**config.mk**
```make
export PLATFORM = sky130hd
export DESIGN_NAME = cfu_simd_mac_flat
export DESIGN_NICKNAME = d
export VERILOG_FILES = /design/src/rtl/cfu_simd_mac_if.sv /design/src/rtl/cfu_simd_mac.sv /design/src/flat_wrapper.sv
export SDC_FILE = /design/constraint.sdc
export NUM_CORES = 2
export LEC_CHECK = 0
export CORE_ASPECT_RATIO = 0.7
export CORE_MARGIN = 2
export CORE_UTILIZATION = 70
export CTS_CLUSTER_SIZE = 25
export DETAILED_ROUTE_END_ITERATION = 12
export DONT_BUFFER_PORTS = 1
export HOLD_SLACK_MARGIN = 0.03
export PLACE_DENSITY = 0.86
export RECOVER_POWER = 25
export SLEW_MARGIN = 20
export SYNTH_ARGS = -nofsm -noshare
export SYNTH_HDL_FRONTEND = slang
export SYNTH_SLANG_ARGS = --single-unit
```
**constraint.sdc**
```tcl
create_clock -name clk -period 30.9 [get_ports clk]
set_clock_uncertainty 0.15 [all_clocks]
set_input_delay 1.545 -clock clk [delete_from_list [all_inputs] [get_ports clk]]
set_output_delay 1.545 -clock clk [all_outputs]
set_load 0.01 [all_outputs]
```
**src/rtl/cfu_simd_mac_if.sv**
```systemverilog
// Custom-instruction port between the CPU (master) and the CFU (slave).
// Command and response channels each use a valid/ready handshake.
interface cfu_simd_mac_if #(
    parameter int DATA_W = 32
);
    logic              cmd_valid;
    logic              cmd_ready;
    logic [9:0]        cmd_payload_function_id;
    logic [DATA_W-1:0] cmd_payload_inputs_0;
    logic [DATA_W-1:0] cmd_payload_inputs_1;
    logic              rsp_valid;
    logic              rsp_ready;
    logic [DATA_W-1:0] rsp_payload_outputs_0;

    modport master (
        output cmd_valid, cmd_payload_function_id, cmd_payload_inputs_0,
               cmd_payload_inputs_1, rsp_ready,
        input  cmd_ready, rsp_valid, rsp_payload_outputs_0
    );

    modport slave (
        input  cmd_valid, cmd_payload_function_id, cmd_payload_inputs_0,
               cmd_payload_inputs_1, rsp_ready,
        output cmd_ready, rsp_valid, rsp_payload_outputs_0
    );
endinterface

```
**src/rtl/cfu_simd_mac.sv**
```systemverilog
// CFU front-end with a packed-SIMD multiply-accumulate engine, persistent
// accumulator, programmable input offset and sticky error flag.
//
// state  | meaning
// S_IDLE | cmd_ready high, waiting for a command
// S_BUSY | MAC in flight, counting down remaining latency
// S_RESP | rsp_valid high, payload held until rsp_ready
module cfu_simd_mac #(
    parameter int DATA_W      = 32,
    parameter int ELEM_W      = 8,
    parameter int ACC_W       = 32,
    parameter int MAC_LATENCY = 2,
    parameter int SATURATE    = 0
) (
    input  logic          clk,
    input  logic          reset,
    cfu_simd_mac_if.slave bus
);
    localparam int LANES  = DATA_W / ELEM_W;
    localparam int PROD_W = 2 * ELEM_W + 2;
    localparam int SUM_W  = PROD_W + $clog2(LANES) + 1;
    localparam int EXT_W  = ((ACC_W > SUM_W) ? ACC_W : SUM_W) + 1;
    localparam int CNT_W  = $clog2(MAC_LATENCY + 1);

    localparam logic [6:0] OP_CLEAR  = 7'd0;
    localparam logic [6:0] OP_OFFSET = 7'd1;
    localparam logic [6:0] OP_MAC    = 7'd2;
    localparam logic [6:0] OP_READ   = 7'd3;
    localparam logic [6:0] OP_LOAD   = 7'd4;
    localparam logic [6:0] OP_STATUS = 7'd5;

    localparam logic signed [EXT_W-1:0] ACC_MAX =
        {{(EXT_W-ACC_W+1){1'b0}}, {(ACC_W-1){1'b1}}};
    localparam logic signed [EXT_W-1:0] ACC_MIN =
        {{(EXT_W-ACC_W+1){1'b1}}, {(ACC_W-1){1'b0}}};

    typedef enum logic [1:0] {S_IDLE, S_BUSY, S_RESP} state_t;

    state_t                    state;
    logic [CNT_W-1:0]          cnt;
    logic [ACC_W-1:0]          acc;
    logic signed [ELEM_W:0]    offset;
    logic                      err;
    logic [DATA_W-1:0]         a_q;
    logic [DATA_W-1:0]         b_q;
    logic signed [ELEM_W:0]    off_q;
    logic                      cmd_ready_q;
    logic                      rsp_valid_q;
    logic [DATA_W-1:0]         rsp_data_q;

    logic                      accept;
    logic [6:0]                funct7;
    logic [DATA_W-1:0]         mac_a;
    logic [DATA_W-1:0]         mac_b;
    logic signed [ELEM_W:0]    mac_off;
    logic [ELEM_W-1:0]         a_el;
    logic [ELEM_W-1:0]         b_el;
    logic signed [PROD_W-1:0]  a_off;
    logic signed [PROD_W-1:0]  b_ext;
    logic signed [PROD_W-1:0]  prod;
    logic signed [SUM_W-1:0]   lane_sum;
    logic signed [EXT_W-1:0]   acc_ext;
    logic [ACC_W-1:0]          mac_acc;

    assign bus.cmd_ready             = cmd_ready_q;
    assign bus.rsp_valid             = rsp_valid_q;
    assign bus.rsp_payload_outputs_0 = rsp_data_q;

    assign accept = bus.cmd_valid && cmd_ready_q;
    assign funct7 = bus.cmd_payload_function_id[9:3];

    // Single-cycle MAC has no BUSY state, so it must compute straight off the bus.
    assign mac_a   = (MAC_LATENCY == 1) ? bus.cmd_payload_inputs_0 : a_q;
    assign mac_b   = (MAC_LATENCY == 1) ? bus.cmd_payload_inputs_1 : b_q;
    assign mac_off = (MAC_LATENCY == 1) ? offset : off_q;

    function automatic logic [DATA_W-1:0] acc_to_rsp(input logic [ACC_W-1:0] v);
        return {{(DATA_W-ACC_W+1){v[ACC_W-1]}}, v[ACC_W-2:0]};
    endfunction

    always_comb begin
        a_el     = '0;
        b_el     = '0;
        a_off    = '0;
        b_ext    = '0;
        prod     = '0;
        lane_sum = '0;
        for (int i = 0; i < LANES; i++) begin
            a_el     = mac_a[i*ELEM_W +: ELEM_W];
            b_el     = mac_b[i*ELEM_W +: ELEM_W];
            a_off    = {{(PROD_W-ELEM_W){a_el[ELEM_W-1]}}, a_el}
                     + {{(PROD_W-ELEM_W-1){mac_off[ELEM_W]}}, mac_off};
            b_ext    = {{(PROD_W-ELEM_W){b_el[ELEM_W-1]}}, b_el};
            prod     = a_off * b_ext;
            lane_sum = lane_sum + {{(SUM_W-PROD_W){prod[PROD_W-1]}}, prod};
        end
        acc_ext = {{(EXT_W-ACC_W){acc[ACC_W-1]}}, acc}
                + {{(EXT_W-SUM_W){lane_sum[SUM_W-1]}}, lane_sum};
        mac_acc = acc_ext[ACC_W-1:0];
        if (SATURATE != 0) begin
            if (acc_ext > ACC_MAX) begin
                mac_acc = ACC_MAX[ACC_W-1:0];
            end else if (acc_ext < ACC_MIN) begin
                mac_acc = ACC_MIN[ACC_W-1:0];
            end
        end
    end

    always_ff @(posedge clk or negedge reset) begin
        if (!reset) begin
            state       <= S_IDLE;
            cnt         <= '0;
            acc         <= '0;
            offset      <= '0;
            err         <= 1'b0;
            a_q         <= '0;
            b_q         <= '0;
            off_q       <= '0;
            cmd_ready_q <= 1'b1;
            rsp_valid_q <= 1'b0;
            rsp_data_q  <= '0;
        end else begin
            case (state)
                S_IDLE: begin
                    if (accept) begin
                        cmd_ready_q <= 1'b0;
                        a_q         <= bus.cmd_payload_inputs_0;
                        b_q         <= bus.cmd_payload_inputs_1;
                        off_q       <= offset;
                        rsp_data_q  <= '0;
                        rsp_valid_q <= 1'b1;
                        state       <= S_RESP;
                        case (funct7)
                            OP_CLEAR:  acc    <= '0;
                            OP_OFFSET: offset <= bus.cmd_payload_inputs_0[ELEM_W:0];
                            OP_MAC: begin
                                if (MAC_LATENCY == 1) begin
                                    acc        <= mac_acc;
                                    rsp_data_q <= acc_to_rsp(mac_acc);
                                end else begin
                                    rsp_valid_q <= 1'b0;
                                    cnt         <= CNT_W'((MAC_LATENCY > 1) ? MAC_LATENCY - 2 : 0);
                                    state       <= S_BUSY;
                                end
                            end
                            OP_READ:   rsp_data_q <= acc_to_rsp(acc);
                            OP_LOAD:   acc        <= bus.cmd_payload_inputs_0[ACC_W-1:0];
                            OP_STATUS: begin
                                rsp_data_q <= {{(DATA_W-1){1'b0}}, err};
                                err        <= 1'b0;
                            end
                            default:   err <= 1'b1;
                        endcase
                    end
                end
                S_BUSY: begin
                    if (cnt == '0) begin
                        acc         <= mac_acc;
                        rsp_data_q  <= acc_to_rsp(mac_acc);
                        rsp_valid_q <= 1'b1;
                        state       <= S_RESP;
                    end else begin
                        cnt <= cnt - CNT_W'(1);
                    end
                end
                S_RESP: begin
                    if (bus.rsp_ready) begin
                        rsp_valid_q <= 1'b0;
                        cmd_ready_q <= 1'b1;
                        state       <= S_IDLE;
                    end
                end
                default: begin
                    rsp_valid_q <= 1'b0;
                    cmd_ready_q <= 1'b1;
                    state       <= S_IDLE;
                end
            endcase
        end
    end
endmodule

```
**src/flat_wrapper.sv**
```systemverilog
// flat-port wrapper written by rule: the top's interface ports become plain ports
module cfu_simd_mac_flat 
#(
    parameter int DATA_W      = 32,
    parameter int ELEM_W      = 8,
    parameter int ACC_W       = 32,
    parameter int MAC_LATENCY = 2,
    parameter int SATURATE    = 0
)
  (clk, reset, bus_cmd_valid, bus_cmd_payload_function_id, bus_cmd_payload_inputs_0, bus_cmd_payload_inputs_1, bus_rsp_ready, bus_cmd_ready, bus_rsp_valid, bus_rsp_payload_outputs_0);
  cfu_simd_mac_if #(.DATA_W(DATA_W)) bus_i ();
  input  logic clk;
  input  logic reset;
  input wire logic [$bits(bus_i.cmd_valid)-1:0] bus_cmd_valid;
  input wire logic [$bits(bus_i.cmd_payload_function_id)-1:0] bus_cmd_payload_function_id;
  input wire logic [$bits(bus_i.cmd_payload_inputs_0)-1:0] bus_cmd_payload_inputs_0;
  input wire logic [$bits(bus_i.cmd_payload_inputs_1)-1:0] bus_cmd_payload_inputs_1;
  input wire logic [$bits(bus_i.rsp_ready)-1:0] bus_rsp_ready;
  output wire logic [$bits(bus_i.cmd_ready)-1:0] bus_cmd_ready;
  output wire logic [$bits(bus_i.rsp_valid)-1:0] bus_rsp_valid;
  output wire logic [$bits(bus_i.rsp_payload_outputs_0)-1:0] bus_rsp_payload_outputs_0;
  assign bus_i.cmd_valid = bus_cmd_valid;
  assign bus_i.cmd_payload_function_id = bus_cmd_payload_function_id;
  assign bus_i.cmd_payload_inputs_0 = bus_cmd_payload_inputs_0;
  assign bus_i.cmd_payload_inputs_1 = bus_cmd_payload_inputs_1;
  assign bus_i.rsp_ready = bus_rsp_ready;
  assign bus_cmd_ready = bus_i.cmd_ready;
  assign bus_rsp_valid = bus_i.rsp_valid;
  assign bus_rsp_payload_outputs_0 = bus_i.rsp_payload_outputs_0;
  cfu_simd_mac #(.DATA_W(DATA_W), .ELEM_W(ELEM_W), .ACC_W(ACC_W), .MAC_LATENCY(MAC_LATENCY), .SATURATE(SATURATE)) u_core (.clk(clk), .reset(reset), .bus(bus_i));
endmodule
```
==> impl_metrics.tcl <==
set metrics [dict create \
    fin_setup_tns_ns 0 \
    maxCapViolCount 0 \
    buffers_inserted_by_post_cts_timing_repair 0 \
    grt_overflow_total 0 \
    placementRows 54 \
    synth_edf_count 0 \
    routed_wire_length_per_instance_um 20.2 \
    detailedRoute.firstIterationViolations 1523 \
    yosys_warnings 0 \
    final_cell_mix "425 x sky130_fd_sc_hd__inv_1, 330 x sky130_fd_sc_hd__fa_1, 212 x sky130_fd_sc_hd__ha_1" \
    synth_top_flop_cell "sky130_fd_sc_hd__dfrtp_1" \
    area_growth_syn_to_layout_pct 4.22 \
    reg2regPathDepth 40 \
    drt_drc_violations_left 0 \
    cts_resized 0 \
    setup_viol_count_final 0 \
    synth.avg_cell_area_um2 9.37 \
    async_set_or_reset_flop_fraction_in_the_synthesized_netlist 1.00 \
    cts.hold.buffers_added 0 \
    drive_above_1_share 0.0674 \
    r2r_start "u_core.mac_off[1]" \
    worst_skew_pair_later_pin_latency_ns 0.47 \
    clk_pin_slew_worst_setup_hold_paths_ns 0.07 \
    place.detailed.hpwl_um 45000 \
    worst_path_most_repeated_cell "sky130_fd_sc_hd__fa_1" \
    max_freq_ghz 0.0814 \
    grt_busiest_layer "met2" \
    cp.arrival_ns 12.53 \
    die_w_um 218 \
    cts.htree.levels 4 \
    dieHeight_um 154 \
    postSynthRegisterBits 152 \
    critical-path-slowest-cell "sky130_fd_sc_hd__xnor2_1" \
    synth.lib_cells_used.distinct 72 \
    hold_path.class "reg2reg" \
    grtUsageTotal 0.356 \
    maxSlewViolCount 0 \
    routed_wirelength_um 56400 \
    viasPerCell 6.07 \
    grt_max_degree 153 \
    io-pin-count 112 \
    grt_pass1_wl_um 93100 \
    final_antenna_violating_net_count 0 \
    tightest_slew_ns 1.07 \
    worstReg2RegEnd "u_core.acc[30]" \
    worst_slew_margin_rel 0.284 \
    first_pass_iters 5 \
    initial_antenna_violation_count 3 \
    num-fill-cells 2142 \
    crit_path_max_incr_delay_ns 0.70 \
    critical_path_class "reg2reg" \
    mostFrequentLayoutCell "sky130_fd_sc_hd__inv_1" \
    syn_inst 2399 \
    reg2reg_slack_ns 18.62 \
    numCtsBuffers 17 \
    global_route_met3_utilization 0.0928 \
    timing.hold.worst.start "u_core.offset[1]" \
    std_cell_core_area_um2 31400 \
    gr-usage-met1 0.491 \
    grt_use_met2 0.548 \
    dieArea_um2 33600 \
    clock_sinks 152 \
    via_count 17000 \
    layout_min_cycle_time_ns 12.28 \
    initial_util 0.716 \
    vias_in_the_first_global_route 17900 \
    unrepaired_setup_endpoints_after_global_routing "false" \
    seq_area_frac_synth 0.169 \
    crit_path_max_fanout 8 \
    whs_path_depth 2 \
    post_synth_instance_area_um2 22500 \
    timing.final.crit_share 0.398 \
    min_delay_worst_endpoint "u_core.mac_off[1]" \
    crit_path_end_kind "register" \
    tritoncts "built" \
    cts_max_path_buffers 2 \
    result_of_the_run "completed" \
    hold_viol 0 \
    synth_fp_nets 3019 \
    cp_data_required_time_ns 31.15 \
    worstSetupStartpointType "register" \
    root_buffer "sky130_fd_sc_hd__clkbuf_16" \
    portBuffers 0 \
    routabilityCongestion 0.959 \
    finish.net_count 2982 \
]
cell usage after synthesis (all sizes together), types with 3 or more instances:
master,instances,share of area
a21boi,4,0.0013
inv,425,0.071
o22a,3,0.0013
o21bai,25,0.0083
and2,179,0.050
or3,3,0.00083
o21ai,61,0.014
nor4,5,0.0014
a221oi,16,0.0065
o2111ai,3,0.0012
buf,6,0.0012
a22oi,3,0.0012
or2,5,0.0014
a21oi,130,0.030
mux2,79,0.040
a2bb2oi,5,0.0019
o21a,11,0.0037
o31a,3,0.0012
nand3,10,0.0024
o211ai,5,0.0019
nor3,16,0.0036
fa,330,0.29
mux2i,3,0.0013
nor2,131,0.022
nand2b,30,0.0083
xnor2,99,0.039
a211oi,6,0.0020
xor2,31,0.012
nor2b,14,0.0039
nand4,12,0.0033
clkbuf,62,0.010
a31oi,23,0.0067
a211o,4,0.0016
and3,12,0.0034
nand2,204,0.034
a31o,5,0.0019
dfrtp,151,0.17
ha,212,0.12
a21o,49,0.016
registers in the layout, summed over array words and instances (netlist names):
signal,flops
u_core.bus.rsp_payload_outputs_0,32
u_core.bus.cmd_ready,1
u_core.mac_off,9
u_core.acc,32
u_core.err,1
u_core.b_q,32
u_core.state,2
u_core.cnt,2
u_core.a_q,32
u_core.offset,9
how the worst max path moves through the flow:
stage	startpoint	endpoint	slack, ns	cells past startpoint
4_1_cts	u_core.mac_off[1]	u_core.acc[30]	18.76	40
2_1_floorplan	u_core.mac_off[1]	u_core.bus.rsp_payload_outputs_0[31]	20.08	43
6_report	u_core.mac_off[1]	u_core.acc[30]	18.62	40
3_5_place_dp	u_core.mac_off[1]	u_core.acc[30]	18.87	40
3_3_place_gp	u_core.mac_off[1]	u_core.bus.rsp_payload_outputs_0[30]	19.20	41
5_1_grt	u_core.mac_off[1]	u_core.acc[30]	17.93	40
cell type report:
class                   count  area (um^2)  share of cell area
multi-input cells        1752        16800               0.719
diodes                      1         2.50            0.000107
well taps                 420          526              0.0224
clock inverters            14          134             0.00571
repair buffers             12         93.8             0.00400
inverters                 427         1600              0.0684
clock buffers              18          429              0.0183
flip-flops and latches    152         3800               0.162
per-stage QoR:
| stage | hold slack [ns] | util | instance area (um^2) | setup slack, ns | std cells |
|---|---|---|---|---|---|
| floorplan | 0.296 | - | 22500 | 20.08 | 2399 |
| global placement | 0.312 | 0.728 | 22900 | 19.20 | 2763 |
| detailed placement | 0.334 | 0.728 | 22900 | 18.87 | 2763 |
| CTS | 0.350 | 0.746 | 23400 | 18.76 | 2795 |
| global route | 0.370 | 0.746 | 23400 | 17.93 | 2795 |
| finish | 0.357 | 0.746 | 23400 | 18.62 | 2796 |
worst max-delay path, delay by kind of cell (launching register included):
family,cells,cell delay (ns)
compound gates,16,3.75
xor+xnor,3,1.15
fa+ha+maj,11,5.17
buf+inv,4,0.31
flops,1,0.65
mux,1,0.29
simple gates,5,0.75
layer usage:
layer  share of wire  wire length, um  vias up
li1                -                -     7574
met1            0.41            23100     8450
met2            0.46            25700      806
met3            0.10             5650      152
met4           0.035             1990        2
met5         0.00014                8        -
logic make-up after synthesis:
kind of cell             share of synthesized area
adder cells (fa/ha/maj)                      0.412
flip-flops                                   0.169
AO/OA/AOI/OAI                                0.107
buffers and inverters                       0.0829
multiplexers                                0.0409
AND/OR/NAND/NOR                              0.138
XOR/XNOR                                    0.0506
Power is left out: the tool's default activity adds up to more than one toggle a clock period on the data nets, which glitch-free logic cannot reach.
